File: src/rtl/regincr_pipe_valrdy.sv
// Multi-stage registered incrementer with val/rdy handshakes, bubble collapsing and full backpressure.
// Optional build macro REGINCR_PIPE_SAT_EN makes each stage's add saturate instead of wrapping.
module regincr_pipe_valrdy #(
    parameter int          W       = 8,
    parameter int          NSTAGES = 3,
    parameter int unsigned INCR    = 1
) (
    input  logic                               clk,
    input  logic                               reset,
    input  logic                               in_val,
    output logic                               in_rdy,
    input  logic [W-1:0]                       in_msg,
    output logic                               out_val,
    input  logic                               out_rdy,
    output logic [W-1:0]                       out_msg,
    output logic [$clog2(NSTAGES+1)-1:0]       count
);

    localparam int          CW     = $clog2(NSTAGES + 1);
    localparam logic [W-1:0] INCR_W = W'(INCR);

    logic               vld_p [NSTAGES];
    logic [W-1:0]       msg_p [NSTAGES];
    logic [NSTAGES-1:0] adv;
    logic [NSTAGES-1:0] acc;
    logic               xfer_in;
    logic               xfer_out;

    function automatic logic [W-1:0] stage_add(input logic [W-1:0] a);
`ifdef REGINCR_PIPE_SAT_EN
        logic [W:0] s;
        s = {1'b0, a} + {1'b0, INCR_W};
        return s[W] ? {W{1'b1}} : s[W-1:0];
`else
        return a + INCR_W;
`endif
    endfunction

    // Ready ripples back from the output: a stage can take a message if it is empty or is emitting.
    always_comb begin
        logic down_acc;
        adv      = '0;
        acc      = '0;
        down_acc = out_rdy;
        for (int k = NSTAGES - 1; k >= 0; k--) begin
            adv[k]   = vld_p[k] & down_acc;
            acc[k]   = ~vld_p[k] | adv[k];
            down_acc = acc[k];
        end
    end

    assign in_rdy   = acc[0];
    assign xfer_in  = in_val & acc[0];
    assign xfer_out = adv[NSTAGES-1];
    assign out_val  = vld_p[NSTAGES-1];
    assign out_msg  = msg_p[NSTAGES-1];

    // Stage 0: capture from the upstream port
    always_ff @(posedge clk) begin
        if (reset) begin
            vld_p[0] <= 1'b0;
            msg_p[0] <= '0;
        end else if (acc[0]) begin
            vld_p[0] <= in_val;
            if (in_val)
                msg_p[0] <= stage_add(in_msg);
        end
    end

    // Stages 1..NSTAGES-1: load from the previous stage when it advances
    always_ff @(posedge clk) begin
        for (int k = 1; k < NSTAGES; k++) begin
            if (reset) begin
                vld_p[k] <= 1'b0;
                msg_p[k] <= '0;
            end else if (acc[k]) begin
                vld_p[k] <= adv[k-1];
                if (adv[k-1])
                    msg_p[k] <= stage_add(msg_p[k-1]);
            end
        end
    end

    always_ff @(posedge clk) begin
        if (reset)
            count <= '0;
        else if (xfer_in && !xfer_out)
            count <= count + CW'(1);
        else if (!xfer_in && xfer_out)
            count <= count - CW'(1);
    end

endmodule

File: config.mk
export PLATFORM = sky130hd
export DESIGN_NAME = regincr_pipe_valrdy
export DESIGN_NICKNAME = d
export VERILOG_FILES = /design/src/rtl/regincr_pipe_valrdy.sv
export SDC_FILE = /design/constraint.sdc
export NUM_CORES = 1
export LEC_CHECK = 0
export CORE_MARGIN = 4
export CORE_UTILIZATION = 47
export DETAILED_ROUTE_END_ITERATION = 8
export PLACE_DENSITY = 0.75
export SLEW_MARGIN = 20
export SYNTH_ARGS = -nofsm -noshare
export SYNTH_HDL_FRONTEND = slang
export SYNTH_SLANG_ARGS = --single-unit
File: constraint.sdc
create_clock -name clk -period 1.7 [get_ports clk]
set_clock_uncertainty 0.2 [all_clocks]
set_input_delay 0.34 -clock clk [delete_from_list [all_inputs] [get_ports clk]]
set_output_delay 0.34 -clock clk [all_outputs]
set_load 0.005 [all_outputs]
==> impl_results.md, run 1 <==
- Net Sw Frac: 23.90%
- # DRC: 0
- Clock Path Buffers: 2
- CP Launch Type: register
- Yosys top cell area share: 55.72%
- Syn_nets: 147
- Critical Path RT: 1.73 ns
- NumNets Final: 193
- Slowest-stage cell, CP: edfxtp_1
- Worst setup path endpoint: count[1]$_SDFFE_PP0P_
- CTS clk-pin slew, worst paths: 0.08 ns
- Final Util: 67.72%
- Placer Congestion: 0.8176
- Via density: 5.411
- Reg power frac: 60.3%
- Dpl cell area: 1846 µm²
- Clock sinks: 29
- Pint: 1.091 mW
- Mapped Area: 1455 µm²
- Run status: finished with violations
- Fin. Hold Viols: 0
- CP bufs+invs: 1
- Cts bufs inserted: 5
- Critical path capture point type: register
- Starting Density: 51.01%
- Final Cycle Share: 109.4%
- Flops & latches, synth: 29
- Post-route setup TNS: -0.1594 ns
- Failing checks: negative setup slack
- Layout area overhead: 32.76%
- Flop2flop setup slack: -0.16 ns
- RSZ-0062 raised after global routing: yes
- Worst Max-Slew Pin Slew: 0.2861 ns
- Final HPWL DP: 2.013 mm
- Synth Instances: 131
- Crit path launch: vld_p[0]$_DFFE_PP_
- Syn Area/Cell: 11.11 µm²
- R2R Path Start: vld_p[0]$_DFFE_PP_
- Largest net degree at the start of global routing: 10
- Core Rows: 19
- Total gr overflow: 0
- Drt first pass iters: 4
- Vias: 1131
- CP delay by family, top: simple AND/OR/NAND/NOR gates
- Final WS setup: -0.1594 ns
- Crit Path Class: reg2reg
- Critical-path cell list: nand4b_1, buf_4, and2_4, ha_4, xor2_1, or3_1, a21oi_1
- HP Class: reg2reg
- Yosys cell types: 25
- CTS Hold Bufs: 0
- Crit Path Max Fanout: 3
- First-pass GRT wire length: 4.429 mm
- Initial antenna violation count: 0
- Die X: 63.64 µm
- H-tree depth: 2
- Worst flop-to-flop path endpoint: count[1]$_SDFFE_PP0P_
- Max incr delay on CP: 0.38 ns
- Initial drt markers: 57
- Gate power share: 13.7%
- CP arrival: 1.89 ns
- Number of cells on the critical path: 7
- Layout cell share with drive strength beyond 1: 19.66%
- Routed WL: 2.635 mm
- Total power: 1.434 mW
- Slew HR: 80.87%
- ANT nets after route: 0
- Diodes inserted: 0
- CTS tree: done
- Worst reg2reg path depth: 7
- Min Tclk post-route: 1.859 ns
- Yosys warns: 0
- Vias in the first global route: 1110
- Peak supply drop: 0.4339 mV
- Port Buffers: 23
- Switching power: 0.3426 mW
- I/O pin cnt: 24
- Final Setup Violations: 1
- GRT Total Usage: 13.90%
- Post-synth top area cell: edfxtp_1
- Die Height: 63.64 µm
- Die Area: 4050 µm²
- Register area share after synthesis: 58.47%
- Synth area leaders: edfxtp_1 (56%), xor2_1 (4.8%), or3_1 (4.3%)
- Count of final max-slew check failures: 0
- Finished Cell Area: 1932 µm²
- Fmax: 537.8 MHz
- Clock power share: 26.0%
- Root Driver: clkbuf_4
- Max-cap violations: 0
- Drt wl/cell: 12.61 µm
- Static leakage: 0.8112 nW
- Clk Latency, worst-skew pair: 0.31 ns
- Core box area: 2853 µm²
- Cell area power density: 742.1 nW/µm²
## per-layer routing
metal / GRT usage [%] / up-vias / wire length, µm
met5: 0 / - / 0
met1: 12.71 / 523 / 1021
li1: - / 570 / -
met4: 8.356 / 0 / 53
met3: 4.085 / 5 / 100
met2: 26.47 / 33 / 1460
## synth_stat cells
| library cell | n |
|---|---|
| or2_2 | 3 |
| a21o_1 | 2 |
| edfxtp_1 | 27 |
| nand2b_1 | 2 |
| inv_1 | 5 |
| ha_1 | 4 |
| and2_1 | 1 |
| nand4b_1 | 1 |
| o21ai_0 | 10 |
| or3_1 | 10 |
| a21oi_2 | 1 |
| nand3_1 | 10 |
| nand3_2 | 1 |
| clkbuf_1 | 1 |
| xnor2_1 | 3 |
| nand4_1 | 2 |
| nor2_1 | 14 |
| nand2_1 | 8 |
| nand3b_1 | 2 |
| nor2b_1 | 2 |
| and3_1 | 2 |
| a21oi_1 | 9 |
| dfxtp_1 | 2 |
| nand4_2 | 1 |
| xor2_1 | 8 |
## kinds of logic (layout without fill, tap and decap cells)
kind of cell,count (synthesis),in the layout,share of synthesized area [%]
xor gates and xnor gates,11,11,6.621
DFF,29,29,58.47
buffers and inverters,6,53,1.548
adders and majority gates,4,4,3.440
and+or+nand+nor,59,59,21.75
AOI/OAI and AO/OA,22,22,8.168
## layout make-up
type                            count  area (µm²)
Timing Repair Buffer               40       369.1
Inverter                            5       18.77
Fill cell                         227       920.9
Multi-Input combinational cell     96       603.1
Tap cell                           31       38.79
Sequential cell                    29       852.1
Clock buffer                        5       37.54
Clock inverter                      3       12.51
## sequential cells by signal (all words and copies together) (netlist names)
register  count
vld_p         3
count         2
msg_p        24
## power groups by stage
stage	logic, mW	clock network, mW	registers (mW)
2_1_floorplan	0.0833	0	0.878
3_3_place_gp	0.190	0	0.879
3_5_place_dp	0.198	0	0.882
4_1_cts	0.200	0.380	0.865
5_1_grt	0.217	0.424	0.871
6_report	0.197	0.372	0.865
## stage by stage
stage / cells / setup slack, ns / hold slack (ns)
after detailed placement: 197 / -0.5231 / 0.3009
final: 209 / -0.1594 / 0.3280
after CTS: 208 / -0.1052 / 0.3125
after global routing: 209 / -0.1964 / 0.3518
after floorplan: 131 / 0.007835 / 0.2785
after global placement: 197 / -0.4535 / 0.2666
## cell usage in the layout, fill, tap and decap left out
cell type	instances
and3_1	2
ha_1	2
xor2_1	8
nor2_1	14
or3_1	10
ha_4	1
and2_4	1
nand3_2	1
a21oi_2	2
xnor2_1	3
buf_4	16
buf_12	1
o21ai_0	10
edfxtp_1	27
a21o_1	2
nand3_1	10
inv_1	5
dfxtp_2	1
clkinv_1	2
or2_2	3
nand4_2	1
dlymetal6s2s_1	5
ha_2	1
nand2b_1	2
clkbuf_4	5
clkdlybuf4s50_1	10
nand4b_1	1
nand4_1	2
nand3b_1	2
a21oi_1	8
dfxtp_1	1
clkinv_2	1
nor2b_1	2
clkbuf_2	1
dlygate4sd2_1	7
nand2_1	8
## worst register-to-register path, delay by kind of cell, from the launching register on
family | cells | cell delay, ns
flops | 1 | 0.38
fa+ha+maj | 1 | 0.15
buf+inv | 1 | 0.17
simple gates | 3 | 0.60
compound gates | 1 | 0.15
xor+xnor | 1 | 0.14
## worst min path at each step
stage | start | slack, ns | to | cells past startpoint
2_1_floorplan | count[1]$_SDFFE_PP0P_ | 0.28 | count[1]$_SDFFE_PP0P_ | 2
3_3_place_gp | count[1]$_SDFFE_PP0P_ | 0.27 | count[1]$_SDFFE_PP0P_ | 2
3_5_place_dp | count[1]$_SDFFE_PP0P_ | 0.30 | count[1]$_SDFFE_PP0P_ | 2
4_1_cts | count[1]$_SDFFE_PP0P_ | 0.31 | count[1]$_SDFFE_PP0P_ | 2
5_1_grt | count[1]$_SDFFE_PP0P_ | 0.35 | count[1]$_SDFFE_PP0P_ | 2
6_report | count[1]$_SDFFE_PP0P_ | 0.33 | count[1]$_SDFFE_PP0P_ | 2
## timing repair
item | 4_1_cts | 5_1_grt
setup endpoints to repair | 18 | 19
resized for setup | 9 | 9
buffers inserted | 3 | 1
pin swaps | 1 | 1
Note: power is estimated with default switching activity, not from simulation.
==> run 2, diff against run 1 <==
--- a/config.mk
+++ b/config.mk
@@ -8,7 +8,7 @@
 export CORE_MARGIN = 4
 export CORE_UTILIZATION = 47
 export DETAILED_ROUTE_END_ITERATION = 8
-export PLACE_DENSITY = 0.75
+export PLACE_DENSITY_LB_ADDON = 0.25
 export SLEW_MARGIN = 20
 export SYNTH_ARGS = -nofsm -noshare
 export SYNTH_HDL_FRONTEND = slang
==> run 2 against run 1 <==
  * The run still ends with negative setup slack left
  * Design area up 0.39%
  * Combinational power rose by 3%
  * Worst setup slack improved by 0.13 ns
==> impl_results.md, run 2 (synthesis gave the netlist of run 1 again) <==
- Run status: finished with violations (unchanged)
- Failing checks: negative setup slack (unchanged)
- CP bufs+invs: 1 (unchanged)
- Fin. Hold Viols: 0 (unchanged)
- GRT Total Usage: 14.25% (was 13.90%)
- Vias in the first global route: 1071 (was 1110)
- Max-cap violations: 0 (unchanged)
- Min Hold Slack: 0.3268 ns (was 0.3280 ns)
- Critical path capture point type: output pin (was register)
- Number of fill cells: 218 (was 227)
- Diodes inserted: 0 (unchanged)
- Pre-CTS setup slack: -0.4707 ns (was -0.5231 ns)
- Reg power frac: 59.3% (was 60.3%)
- Cts bufs inserted: 5 (unchanged)
- CTS Hold Bufs: 0 (unchanged)
- Gate power share: 13.9% (was 13.7%)
- CTS tree: done (unchanged)
- Non-filler instance count after layout: 210 (was 209)
- Slew HR: 81.41% (was 80.87%)
- Total gr overflow: 0 (unchanged)
- Number of cells on the critical path: 1 (was 7)
- Total power: 1.456 mW (was 1.434 mW)
- Placed cell count: 200 (was 197)
- Static leakage: 0.7672 nW (was 0.8112 nW)
- I/O pin cnt: 24 (unchanged)
- Critical Path RT: 1.16 ns (was 1.73 ns)
- # DRC: 0 (unchanged)
- Final Setup Violations: 4 (was 1)
- Initial antenna violation count: 0 (unchanged)
- Placer Congestion: 0.8691 (was 0.8176)
- Clock sinks: 29 (unchanged)
- Commonest non-fill, non-tap cells in the layout: edfxtp_1 (27), buf_4 (17), nor2_1 (14) (was edfxtp_1 (27), buf_4 (16), nor2_1 (14))
- Routed WL: 2.437 mm (was 2.635 mm)
- Drt first pass iters: 4 (unchanged)
- CP Launch Type: register (unchanged)
- Cell area power density: 750.8 nW/µm² (was 742.1 nW/µm²)
- Worst reg2reg path depth: 6 (was 7)
- Most common cell after layout, fill and taps aside: edfxtp_1 (unchanged)
- Count of final max-slew check failures: 0 (unchanged)
- Max reg flops: 24 (unchanged)
- HP Class: reg2reg (unchanged)
- Critical-path cell list: clkdlybuf4s50_1 (was nand4b_1, buf_4, and2_4, ha_4, xor2_1, or3_1, a21oi_1)
- Die Height: 63.64 µm (unchanged)
- Switching power: 0.3531 mW (was 0.3426 mW)
- Registers with the most flip-flops: msg_p x24, vld_p x3, count x2 (unchanged)
- Min Tclk post-route: 1.727 ns (was 1.859 ns)
- ANT nets after route: 0 (unchanged)
- Slowest-stage cell, CP: clkdlybuf4s50_1 (was edfxtp_1)
- NumNets Final: 194 (was 193)
- Worst hold stages: 2 (unchanged)
- Clock Path Buffers: 2 (unchanged)
- Fmax: 579.2 MHz (was 537.8 MHz)
- Final Util: 67.98% (was 67.72%)
- First-pass GRT wire length: 4.319 mm (was 4.429 mm)
- Worst Max-Slew Pin Slew: 0.2782 ns (was 0.2861 ns)
- Starting Density: 51.01% (unchanged)
- Pint: 1.103 mW (was 1.091 mW)
- Max incr delay on CP: 0.51 ns (was 0.38 ns)
- Initial drt markers: 26 (was 57)
- Largest net degree at the start of global routing: 10 (unchanged)
- Die Area: 4050 µm² (unchanged)
- Net Sw Frac: 24.25% (was 23.90%)
- Layout area overhead: 33.28% (was 32.76%)
- Peak supply drop: 0.4804 mV (was 0.4339 mV)
- Final Cycle Share: 101.6% (was 109.4%)
- Layout cell share with drive strength beyond 1: 20.67% (was 19.66%)
- RSZ-0062 raised after global routing: yes (unchanged)
- CP delay by family, top: buffers and inverters (was simple AND/OR/NAND/NOR gates)
- Die X: 63.64 µm (unchanged)
- Clock power share: 26.8% (was 26.0%)
- CP arrival: 1.19 ns (was 1.89 ns)
- Via density: 5.124 (was 5.411)
- Vias: 1076 (was 1131)
- Final HPWL DP: 1.855 mm (was 2.013 mm)
- CTS clk-pin slew, worst paths: 0.09 ns (was 0.08 ns)
- Crit Path Max Fanout: 3 (unchanged)
- Clk Latency, worst-skew pair: 0.32 ns (was 0.31 ns)
- H-tree depth: 2 (unchanged)
- Crit Path Class: reg2out (was reg2reg)
- Port Buffers: 23 (unchanged)
- Largest Register: msg_p (unchanged)
- Drt wl/cell: 11.60 µm (was 12.61 µm)
- Root Driver: clkbuf_4 (unchanged)
- Core box area: 2853 µm² (unchanged)
- Final WS setup: -0.02654 ns (was -0.1594 ns)
- Core Rows: 19 (unchanged)
-- run 2: repair_timing --
action,CTS,global route
setup endpoints to repair,13,4
setup buffers,2,0
gates resized for setup,15,2
pin swaps,4,3
-- run 2: final timing paths --
path | from | to | slack (ns)
max | count[1]$_SDFFE_PP0P_ | count[1] | -0.03
min | count[1]$_SDFFE_PP0P_ | count[1]$_SDFFE_PP0P_ | 0.33
max reg2reg | vld_p[2]$_SDFFCE_PN0P_ | count[1]$_SDFFE_PP0P_ | -0.03
min reg2reg | count[1]$_SDFFE_PP0P_ | count[1]$_SDFFE_PP0P_ | 0.33
-- run 2: power by group through the flow --
stage / Clock [mW] / Sequential (mW) / Combinational, mW
after CTS: 0.405 / 0.864 / 0.199
after global routing: 0.449 / 0.870 / 0.226
after global placement: 0 / 0.879 / 0.193
after floorplan: 0 / 0.878 / 0.0833
after detailed placement: 0 / 0.882 / 0.199
final: 0.391 / 0.863 / 0.203
-- run 2: layout make-up --
cell class                      count  area [µm²]  share of cell area, %
Sequential cell                    29       854.6                  44.06
Multi-Input combinational cell     96       613.1                  31.61
Timing Repair Buffer               41       362.8                  18.71
Clock buffer                        6       41.29                  2.129
Tap cell                           31       38.79                  2.000
Inverter                            5       18.77                 0.9677
Clock inverter                      2       10.01                 0.5161
-- run 2: worst reg2reg max path, stage by stage, from the launching register on --
cell	delay, ns
edfxtp_1	0.39
nand4b_1	0.15
and2_4	0.19
ha_4	0.16
xor2_2	0.14
or3_4	0.33
a21oi_2	0.11
-- run 2: per-stage QoR --
step | cell area [µm²] | setup TNS, ns
after detailed placement | 1868 | -10.97
after floorplan | 1470 | 0
final | 1939 | -0.08216
after global placement | 1868 | -10.17
after global routing | 1939 | -0.4257
after CTS | 1931 | -0.2122
-- run 2: layer usage --
| layer | global-route usage (%) | vias to the layer above | wire length [µm] |
|---|---|---|---|
| met5 | 0 | - | 0 |
| met4 | 7.817 | 0 | 57 |
| met3 | 6.217 | 6 | 156 |
| met2 | 25.81 | 24 | 1298 |
| met1 | 13.18 | 476 | 925 |
| li1 | - | 570 | - |
